<file path="src/rtl/lsm_pkg.sv">
// Shared state encoding and bus transfer-size codes for the load/store-multiple engine.
package lsm_pkg;

    typedef enum logic [1:0] {
        ST_IDLE   = 2'd0,
        ST_MEMIO  = 2'd1,
        ST_BASEWB = 2'd2,
        ST_DONE   = 2'd3
    } lsm_state_e;

    localparam logic [2:0] SIZE_WORD  = 3'b100;
    localparam logic [2:0] SIZE_DWORD = 3'b101;

    function automatic logic [2:0] size_for_width(input int w);
        return (w == 64) ? SIZE_DWORD : SIZE_WORD;
    endfunction

endpackage

</file>
<file path="src/rtl/lsm_if.sv">
// Command, memory-bus, register-file and status signals of the LDM/STM engine.
interface lsm_if #(
    parameter int NREGS  = 16,
    parameter int DATA_W = 32
);
    localparam int RW = $clog2(NREGS);

    logic              start, flush;
    logic              load, up, pre, wb, usr;
    logic [RW-1:0]     base_num;
    logic [31:0]       base;
    logic [NREGS-1:0]  reglist;
    logic [31:0]       pc;

    logic [31:0]       busaddr;
    logic              rd_req, wr_req, rw_wait, bus_err;
    logic [DATA_W-1:0] wr_data, rd_data;
    logic [2:0]        data_size;

    logic [RW-1:0]     st_read;
    logic [DATA_W-1:0] st_data;
    logic              out_write_reg;
    logic [RW-1:0]     out_write_num;
    logic [DATA_W-1:0] out_write_data;

    logic              cpsr_from_spsr, outstall, busy, done, err;

    // Engine side: it masters the memory bus and the register write port.
    modport master (
        input  start, flush, load, up, pre, wb, usr, base_num, base, reglist, pc,
        input  rw_wait, bus_err, rd_data, st_data,
        output busaddr, rd_req, wr_req, wr_data, data_size, st_read,
        output out_write_reg, out_write_num, out_write_data,
        output cpsr_from_spsr, outstall, busy, done, err
    );

    modport slave (
        output start, flush, load, up, pre, wb, usr, base_num, base, reglist, pc,
        output rw_wait, bus_err, rd_data, st_data,
        input  busaddr, rd_req, wr_req, wr_data, data_size, st_read,
        input  out_write_reg, out_write_num, out_write_data,
        input  cpsr_from_spsr, outstall, busy, done, err
    );

endinterface

</file>
<file path="src/rtl/lsm_prio_enc.sv">
// Lowest-set-bit priority encoder; purely combinational.
module lsm_prio_enc #(
    parameter int NREGS = 16
) (
    input  logic [NREGS-1:0]         vec,
    output logic [$clog2(NREGS)-1:0] index,
    output logic                     valid
);
    localparam int RW = $clog2(NREGS);

    // Scan downward so the lowest set bit is the last one written.
    always_comb begin
        index = '0;
        valid = 1'b0;
        for (int i = NREGS - 1; i >= 0; i--) begin
            if (vec[i]) begin
                index = RW'(i);
                valid = 1'b1;
            end
        end
    end

endmodule

</file>
<file path="src/rtl/lsm_engine.sv">
// LDM/STM sequencer: one bus beat per listed register, optional base writeback, then a done pulse.
// Start to first request is 1 cycle; each beat stretches while rw_wait is high; upstream is stalled via outstall.
module lsm_engine #(
    parameter int NREGS  = 16,
    parameter int DATA_W = 32,
    parameter int PC_OFS = 12
) (
    input  logic  clk,
    input  logic  Nrst,
    lsm_if.master io
);
    import lsm_pkg::*;

    localparam int              RW     = $clog2(NREGS);
    localparam logic [31:0]     STRIDE = 32'(DATA_W / 8);
    localparam logic [RW-1:0]   PC_IDX = RW'(NREGS - 1);

    lsm_state_e        r_state, w_next;
    logic [NREGS-1:0]  r_mask, w_scan, w_rest;
    logic [RW-1:0]     r_base_num, w_idx, w_cur;
    logic [31:0]       r_base, r_pc, r_addr, w_wb_val, w_pre_ofs;
    logic [RW:0]       r_cnt;
    logic              r_load, r_up, r_wb, r_usr, r_base_in_list, r_err;
    logic              r_wr_vld, r_cpsr;
    logic [RW-1:0]     r_wr_num;
    logic [DATA_W-1:0] r_wr_dat;
    logic              w_vld, w_accept, w_beat_done;

    assign w_accept  = (r_state == ST_IDLE) && io.start && !io.flush;
    assign w_pre_ofs = io.pre ? STRIDE : 32'd0;

    // Descending transfers reuse the same encoder on a bit-reversed mask.
    always_comb begin
        w_scan = '0;
        for (int i = 0; i < NREGS; i++) begin
            w_scan[i] = r_up ? r_mask[i] : r_mask[NREGS-1-i];
        end
    end

    lsm_prio_enc #(.NREGS(NREGS)) u_prio (
        .vec   (w_scan),
        .index (w_idx),
        .valid (w_vld)
    );

    assign w_cur       = r_up ? w_idx : PC_IDX - w_idx;
    assign w_rest      = r_mask & ~(NREGS'(1) << w_cur);
    assign w_beat_done = (r_state == ST_MEMIO) && w_vld && !io.rw_wait;
    assign w_wb_val    = r_up ? r_base + STRIDE * 32'(r_cnt) : r_base - STRIDE * 32'(r_cnt);

    always_ff @(posedge clk or negedge Nrst) begin
        if (!Nrst) r_state <= ST_IDLE;
        else       r_state <= w_next;
    end

    always_comb begin
        w_next         = r_state;
        io.outstall    = 1'b0;
        io.busy        = 1'b1;
        io.done        = 1'b0;
        io.err         = 1'b0;
        io.rd_req      = 1'b0;
        io.wr_req      = 1'b0;
        io.busaddr     = '0;
        io.data_size   = '0;
        io.st_read     = '0;
        io.wr_data     = '0;
        unique case (r_state)
            ST_IDLE: begin
                io.busy     = 1'b0;
                io.outstall = io.start && !io.flush;
                if (w_accept) w_next = (io.reglist == '0) ? ST_DONE : ST_MEMIO;
            end
            ST_MEMIO: begin
                io.outstall  = 1'b1;
                io.rd_req    = r_load;
                io.wr_req    = !r_load;
                io.busaddr   = r_addr;
                io.data_size = size_for_width(DATA_W);
                io.st_read   = w_cur;
                // The base register is stored as it was before this instruction.
                if (!r_load) begin
                    if (w_cur == PC_IDX)          io.wr_data = DATA_W'(r_pc + 32'(PC_OFS));
                    else if (w_cur == r_base_num) io.wr_data = DATA_W'(r_base);
                    else                          io.wr_data = io.st_data;
                end
                if (w_beat_done) begin
                    if (io.bus_err)       w_next = ST_DONE;
                    else if (w_rest == '0) w_next = r_wb ? ST_BASEWB : ST_DONE;
                end
            end
            ST_BASEWB: begin
                io.outstall = 1'b1;
                w_next      = ST_DONE;
            end
            ST_DONE: begin
                io.done = 1'b1;
                io.err  = r_err;
                w_next  = ST_IDLE;
            end
        endcase
    end

    always_ff @(posedge clk or negedge Nrst) begin
        if (!Nrst) begin
            r_mask         <= '0;
            r_cnt          <= '0;
            r_err          <= 1'b0;
            r_load         <= 1'b0;
            r_up           <= 1'b0;
            r_wb           <= 1'b0;
            r_usr          <= 1'b0;
            r_base_num     <= '0;
            r_base         <= '0;
            r_pc           <= '0;
            r_addr         <= '0;
            r_base_in_list <= 1'b0;
        end else if (w_accept) begin
            r_mask         <= io.reglist;
            r_cnt          <= '0;
            r_err          <= 1'b0;
            r_load         <= io.load;
            r_up           <= io.up;
            r_wb           <= io.wb;
            r_usr          <= io.usr;
            r_base_num     <= io.base_num;
            r_base         <= io.base;
            r_pc           <= io.pc;
            r_base_in_list <= io.reglist[io.base_num];
            r_addr         <= io.up ? io.base + w_pre_ofs : io.base - w_pre_ofs;
        end else if (w_beat_done) begin
            r_cnt  <= r_cnt + (RW+1)'(1);
            r_addr <= r_up ? r_addr + STRIDE : r_addr - STRIDE;
            // An abort empties the mask so nothing further is issued.
            if (io.bus_err) begin
                r_err  <= 1'b1;
                r_mask <= '0;
            end else begin
                r_mask <= w_rest;
            end
        end
    end

    always_ff @(posedge clk or negedge Nrst) begin
        if (!Nrst) begin
            r_wr_vld <= 1'b0;
            r_cpsr   <= 1'b0;
            r_wr_num <= '0;
            r_wr_dat <= '0;
        end else begin
            r_wr_vld <= 1'b0;
            r_cpsr   <= 1'b0;
            if (w_beat_done && r_load && !io.bus_err) begin
                r_wr_vld <= 1'b1;
                r_wr_num <= w_cur;
                r_wr_dat <= io.rd_data;
                r_cpsr   <= r_usr && (w_cur == PC_IDX);
            end else if ((r_state == ST_BASEWB) && !(r_load && r_base_in_list)) begin
                r_wr_vld <= 1'b1;
                r_wr_num <= r_base_num;
                r_wr_dat <= DATA_W'(w_wb_val);
            end
        end
    end

    assign io.out_write_reg  = r_wr_vld;
    assign io.out_write_num  = r_wr_num;
    assign io.out_write_data = r_wr_dat;
    assign io.cpsr_from_spsr = r_cpsr;

endmodule

</file>
<file path="src/flat_wrapper.sv">
// flat-port wrapper written by rule: the top's interface ports become plain ports
module lsm_engine_flat import lsm_pkg::*;
#(
    parameter int NREGS  = 16,
    parameter int DATA_W = 32,
    parameter int PC_OFS = 12
)
  (clk, Nrst, io_start, io_flush, io_load, io_up, io_pre, io_wb, io_usr, io_base_num, io_base, io_reglist, io_pc, io_rw_wait, io_bus_err, io_rd_data, io_st_data, io_busaddr, io_rd_req, io_wr_req, io_wr_data, io_data_size, io_st_read, io_out_write_reg, io_out_write_num, io_out_write_data, io_cpsr_from_spsr, io_outstall, io_busy, io_done, io_err);
  lsm_if #(.NREGS(NREGS), .DATA_W(DATA_W)) io_i ();
  input  logic clk;
  input  logic Nrst;
  input wire logic [$bits(io_i.start)-1:0] io_start;
  input wire logic [$bits(io_i.flush)-1:0] io_flush;
  input wire logic [$bits(io_i.load)-1:0] io_load;
  input wire logic [$bits(io_i.up)-1:0] io_up;
  input wire logic [$bits(io_i.pre)-1:0] io_pre;
  input wire logic [$bits(io_i.wb)-1:0] io_wb;
  input wire logic [$bits(io_i.usr)-1:0] io_usr;
  input wire logic [$bits(io_i.base_num)-1:0] io_base_num;
  input wire logic [$bits(io_i.base)-1:0] io_base;
  input wire logic [$bits(io_i.reglist)-1:0] io_reglist;
  input wire logic [$bits(io_i.pc)-1:0] io_pc;
  input wire logic [$bits(io_i.rw_wait)-1:0] io_rw_wait;
  input wire logic [$bits(io_i.bus_err)-1:0] io_bus_err;
  input wire logic [$bits(io_i.rd_data)-1:0] io_rd_data;
  input wire logic [$bits(io_i.st_data)-1:0] io_st_data;
  output wire logic [$bits(io_i.busaddr)-1:0] io_busaddr;
  output wire logic [$bits(io_i.rd_req)-1:0] io_rd_req;
  output wire logic [$bits(io_i.wr_req)-1:0] io_wr_req;
  output wire logic [$bits(io_i.wr_data)-1:0] io_wr_data;
  output wire logic [$bits(io_i.data_size)-1:0] io_data_size;
  output wire logic [$bits(io_i.st_read)-1:0] io_st_read;
  output wire logic [$bits(io_i.out_write_reg)-1:0] io_out_write_reg;
  output wire logic [$bits(io_i.out_write_num)-1:0] io_out_write_num;
  output wire logic [$bits(io_i.out_write_data)-1:0] io_out_write_data;
  output wire logic [$bits(io_i.cpsr_from_spsr)-1:0] io_cpsr_from_spsr;
  output wire logic [$bits(io_i.outstall)-1:0] io_outstall;
  output wire logic [$bits(io_i.busy)-1:0] io_busy;
  output wire logic [$bits(io_i.done)-1:0] io_done;
  output wire logic [$bits(io_i.err)-1:0] io_err;
  assign io_i.start = io_start;
  assign io_i.flush = io_flush;
  assign io_i.load = io_load;
  assign io_i.up = io_up;
  assign io_i.pre = io_pre;
  assign io_i.wb = io_wb;
  assign io_i.usr = io_usr;
  assign io_i.base_num = io_base_num;
  assign io_i.base = io_base;
  assign io_i.reglist = io_reglist;
  assign io_i.pc = io_pc;
  assign io_i.rw_wait = io_rw_wait;
  assign io_i.bus_err = io_bus_err;
  assign io_i.rd_data = io_rd_data;
  assign io_i.st_data = io_st_data;
  assign io_busaddr = io_i.busaddr;
  assign io_rd_req = io_i.rd_req;
  assign io_wr_req = io_i.wr_req;
  assign io_wr_data = io_i.wr_data;
  assign io_data_size = io_i.data_size;
  assign io_st_read = io_i.st_read;
  assign io_out_write_reg = io_i.out_write_reg;
  assign io_out_write_num = io_i.out_write_num;
  assign io_out_write_data = io_i.out_write_data;
  assign io_cpsr_from_spsr = io_i.cpsr_from_spsr;
  assign io_outstall = io_i.outstall;
  assign io_busy = io_i.busy;
  assign io_done = io_i.done;
  assign io_err = io_i.err;
  lsm_engine #(.NREGS(NREGS), .DATA_W(DATA_W), .PC_OFS(PC_OFS)) u_core (.clk(clk), .Nrst(Nrst), .io(io_i));
endmodule
</file>
<file path="config.mk">
export PLATFORM = sky130hd
export DESIGN_NAME = lsm_engine_flat
export DESIGN_NICKNAME = d
export VERILOG_FILES = /design/src/rtl/lsm_pkg.sv /design/src/rtl/lsm_if.sv /design/src/rtl/lsm_prio_enc.sv /design/src/rtl/lsm_engine.sv /design/src/flat_wrapper.sv
export SDC_FILE = /design/constraint.sdc
export NUM_CORES = 1
export LEC_CHECK = 0
export CAP_MARGIN = 25
export CORE_MARGIN = 8
export CORE_UTILIZATION = 45
export CTS_CLUSTER_SIZE = 30
export DETAILED_ROUTE_END_ITERATION = 10
export MAX_ROUTING_LAYER = met4
export PLACE_DENSITY = 0.74
export RECOVER_POWER = 25
export SLEW_MARGIN = 5
export SYNTH_ARGS = -nofsm -noshare
export SYNTH_HDL_FRONTEND = slang
export SYNTH_HIERARCHICAL = 1
export SYNTH_SLANG_ARGS = --single-unit
</file>
<file path="constraint.sdc">
create_clock -name clk -period 8.3 [get_ports clk]
set_input_delay 2.49 -clock clk [delete_from_list [all_inputs] [get_ports clk]]
set_output_delay 2.49 -clock clk [all_outputs]
set_load 0.01 [all_outputs]
</file>
==> run_results.csv <==
group,metric,value,unit
job,maxCapViolCount,3,
route,vias,13960,
die,die_w,191.8,um
route,viasPerCell,5.788,
logic_synthesis,synth_area_leader_cell,"dfrtp_1",
die,io_pins,274,
finish,regArea,4179,um2
grt,antenna_found_initial,1,
placement,gp_congestion,0.9573,
die,die_y,191.8,um
logic_synthesis,ys_types,79,
die,coreArea,30510,um2
clock_network,cts_buffers,17,
min_path,hold_class,"flip-flop to flip-flop",
pwr,p_leak,7.965,nW
grt,grt_pass1_wl,74810,um
clock_network,cts_tree,"done",
outcome,status,"finished with violations",
grt,grt_pass1_vias,13210,
die,rows,64,
setup_path,r2r_start,"u_core/r_cnt[0]",
logic_synthesis,async_flop_share,1.000,
sta,finalHoldViolCount,0,
pwr,p_per_area,443.3,nW/um2
clock_network,clockBufferDepth,2,
sta,finalSetupViolCount,0,
setup_path,worstSetupStartpointType,"flip-flop",
sta,tns,0,ns
setup_path,crit_path_max_fanout,27,
sta,maxSlewHeadroom,-1.025,
pwr,power,7.810,mW
setup_path,setup.worst_path.end_class,"output port",
logic_synthesis,synth-seq-cells,167,
clock_network,cts_resized,0,
finish,nets,2258,
sta,max_freq,0.1352,GHz
sta,finalClockSkew,0.01811,ns
logic_synthesis,ys_warn_count,6,
setup_path,crit_start,"u_core/r_up",
clock_network,insertion_delay,0.44,ns
logic_synthesis,synth_ff_type,"dfrtp_1",
outcome,violations,"max-capacitance violations, max-slew violations",
logic_synthesis,syn-cell-area,13910,um2
route,drt_iter0_markers,1128,
setup_path,reg2reg_slack,3.90,ns
die,die_area,36790,um2
logic_synthesis,synth_edf_count,0,
placement,hpwlAfterDp,37830,um
die,start_util,0.4559,
placement,port_buffers,271,
sta,tightest_slew,3.037,ns
route,wl,48530,um
sta,rsz0062_at_grt,"false",
sta,period_share,0.8910,
setup_path,arrival,4.91,ns
logic_synthesis,synth_top_area_share,0.3004,
route,ant_nets,0,
pwr,ir_worst_vdd,229.1,uV
sta,timing.final.crit_period,7.395,ns
clock_network,cts.sinks,167,
clock_network,clk_pin_slew,0.07,ns
sta,drv_slew,172,
grt,grt_use_total,0.2643,
route,wl_per_cell,20.12,um
grt,grt_overflow_total,0,
clock_network,cts_setup_buffers,0,
finish,multi_input_area,9253,um2
setup_path,rr_worst_depth,15,
setup_path,cp_data_required_time,5.81,ns
finish,area_growth_syn_to_layout,26.66,%
logic_synthesis,syn_inst,1780,
finish,fillers,2826,
setup_path,worstSetupEndpoint,"io_wr_data[3]",
clock_network,h-tree-depth,4,
clock_network,cts_root_buf,"clkbuf_16",
route,dr.pass1.iters,5,
logic_synthesis,synth.avg_cell_area,7.814,um2
setup_path,crit_type,"flip-flop to output port",
clock_network,hold_buffers,0,
setup_path,worstReg2RegEnd,"u_core/io.out_write_data[27]",
grt,grt_max_degree,84,
logic_synthesis,yosysSeqAreaShare,0.3004,
logic_synthesis,synth_area_leaders,"dfrtp_1 30%, nand2_1 10%, ha_1 8.5%",
finish,drive_gt1_frac,0.05360,
route,drc,0,
Yosys cell counts, types with 19 or more instances:
cell	instances
xor2_1	43
mux2i_1	35
a21oi_1	157
clkbuf_1	78
o21ai_0	86
inv_1	36
a21o_1	42
and2_1	41
nor2_1	168
dfrtp_1	167
nor3_1	23
and3_1	22
mux2_2	19
xnor2_1	71
nand2_1	377
nand3_1	35
a211oi_1	55
ha_1	94
layer usage:
layer / up-vias / share of wire / GRT usage
met3: 64 / 0.062 / 0.03195
li1: 6733 / - / -
met2: 509 / 0.45 / 0.4061
met4: 0 / 0.022 / 0.07253
met5: - / 0 / -
met1: 6654 / 0.46 / 0.3636
layout by cell type (no fill, tap or decap), drive strengths merged, types with 7 or more instances in the layout:
| cell type | synthesis | layout |
|---|---|---|
| a211oi | 55 | 55 |
| a21o | 44 | 44 |
| a21oi | 158 | 158 |
| a22oi | 8 | 8 |
| a31oi | 18 | 18 |
| and2 | 41 | 41 |
| and3 | 22 | 22 |
| buf | 14 | 22 |
| clkbuf | 79 | 20 |
| clkdlybuf4s50 | 0 | 270 |
| dfrtp | 167 | 167 |
| ha | 94 | 94 |
| inv | 36 | 44 |
| mux2 | 19 | 19 |
| mux2i | 35 | 35 |
| nand2 | 377 | 377 |
| nand2b | 10 | 10 |
| nand3 | 35 | 35 |
| nand4 | 14 | 14 |
| nor2 | 168 | 168 |
| nor2b | 15 | 15 |
| nor3 | 23 | 23 |
| nor4 | 7 | 7 |
| o211ai | 13 | 13 |
| o21a | 11 | 11 |
| o21ai | 89 | 89 |
| o21bai | 11 | 11 |
| o31ai | 11 | 11 |
| or2 | 7 | 7 |
| xnor2 | 71 | 71 |
| xor2 | 43 | 43 |
final cells by class:
| type | instances | share of cell area |
|---|---|---|
| multi-input cells | 1485 | 0.5252 |
| flip-flops and latches | 167 | 0.2372 |
| repair buffers | 295 | 0.1658 |
| well taps | 396 | 0.02812 |
| clock buffers | 17 | 0.02415 |
| clock inverters | 15 | 0.01179 |
| inverters | 36 | 0.007670 |
| diodes | 1 | 0.0001420 |
cell families (layout without fill, tap and decap cells):
kind of cell | count (synthesis) | count (layout) | synth area share
other cells | 1 | 3 | 0.0002696
mux | 59 | 59 | 0.04866
simple gates | 743 | 743 | 0.2351
flops | 167 | 167 | 0.3004
compound gates | 470 | 470 | 0.2183
buf+inv | 129 | 363 | 0.03652
fa+ha+maj | 97 | 97 | 0.08887
xor+xnor | 114 | 114 | 0.07178
how the worst min path moves through the flow:
stage / start / endpoint / slack (ns) / depth (start not counted)
6_report: u_core/r_err / u_core/r_err / 0.49 / 2
3_3_place_gp: u_core/r_addr[0] / u_core/r_addr[0] / 0.45 / 2
4_1_cts: u_core/r_addr[1] / u_core/r_addr[1] / 0.49 / 2
3_5_place_dp: u_core/r_addr[1] / u_core/r_addr[1] / 0.47 / 2
2_1_floorplan: u_core/r_usr / u_core/r_usr / 0.44 / 2
5_1_grt: u_core/r_usr / u_core/r_usr / 0.53 / 2
metrics by stage:
stage	std cells	utilization	cell area [um2]	worst slack [ns]	hold slack, ns
floorplan	1781	-	13910	1.693	0.4376
global placement	2377	0.5559	16960	1.046	0.4522
detailed placement	2378	0.5564	16980	1.013	0.4667
CTS	2410	0.5772	17610	0.5355	0.4927
global route	2412	0.5775	17620	0.5454	0.5281
finish	2412	0.5775	17620	0.9045	0.4913
where the power goes:
part	leakage [nW]	switching, mW	internal [mW]
clock network	0.307	0.411	0.466
registers	2.06	0.497	1.21
logic	5.60	2.96	2.26
critical path, stage by stage, from the launching register on:
cell and delay, ns:
dfrtp_1 0.59, buf_16 0.21, buf_4 0.22, mux2_2 0.22
a21oi_1 0.05, o311a_2 0.33, o22ai_1 0.52, xor2_1 0.17
nand2_1 0.10, nor4_1 0.07, a41oi_4 0.41, buf_4 0.49
mux2_2 0.39, a21oi_1 0.14, nor2_1 0.05, clkdlybuf4s50_1 0.50
Note: power is estimated with default switching activity, not from simulation.
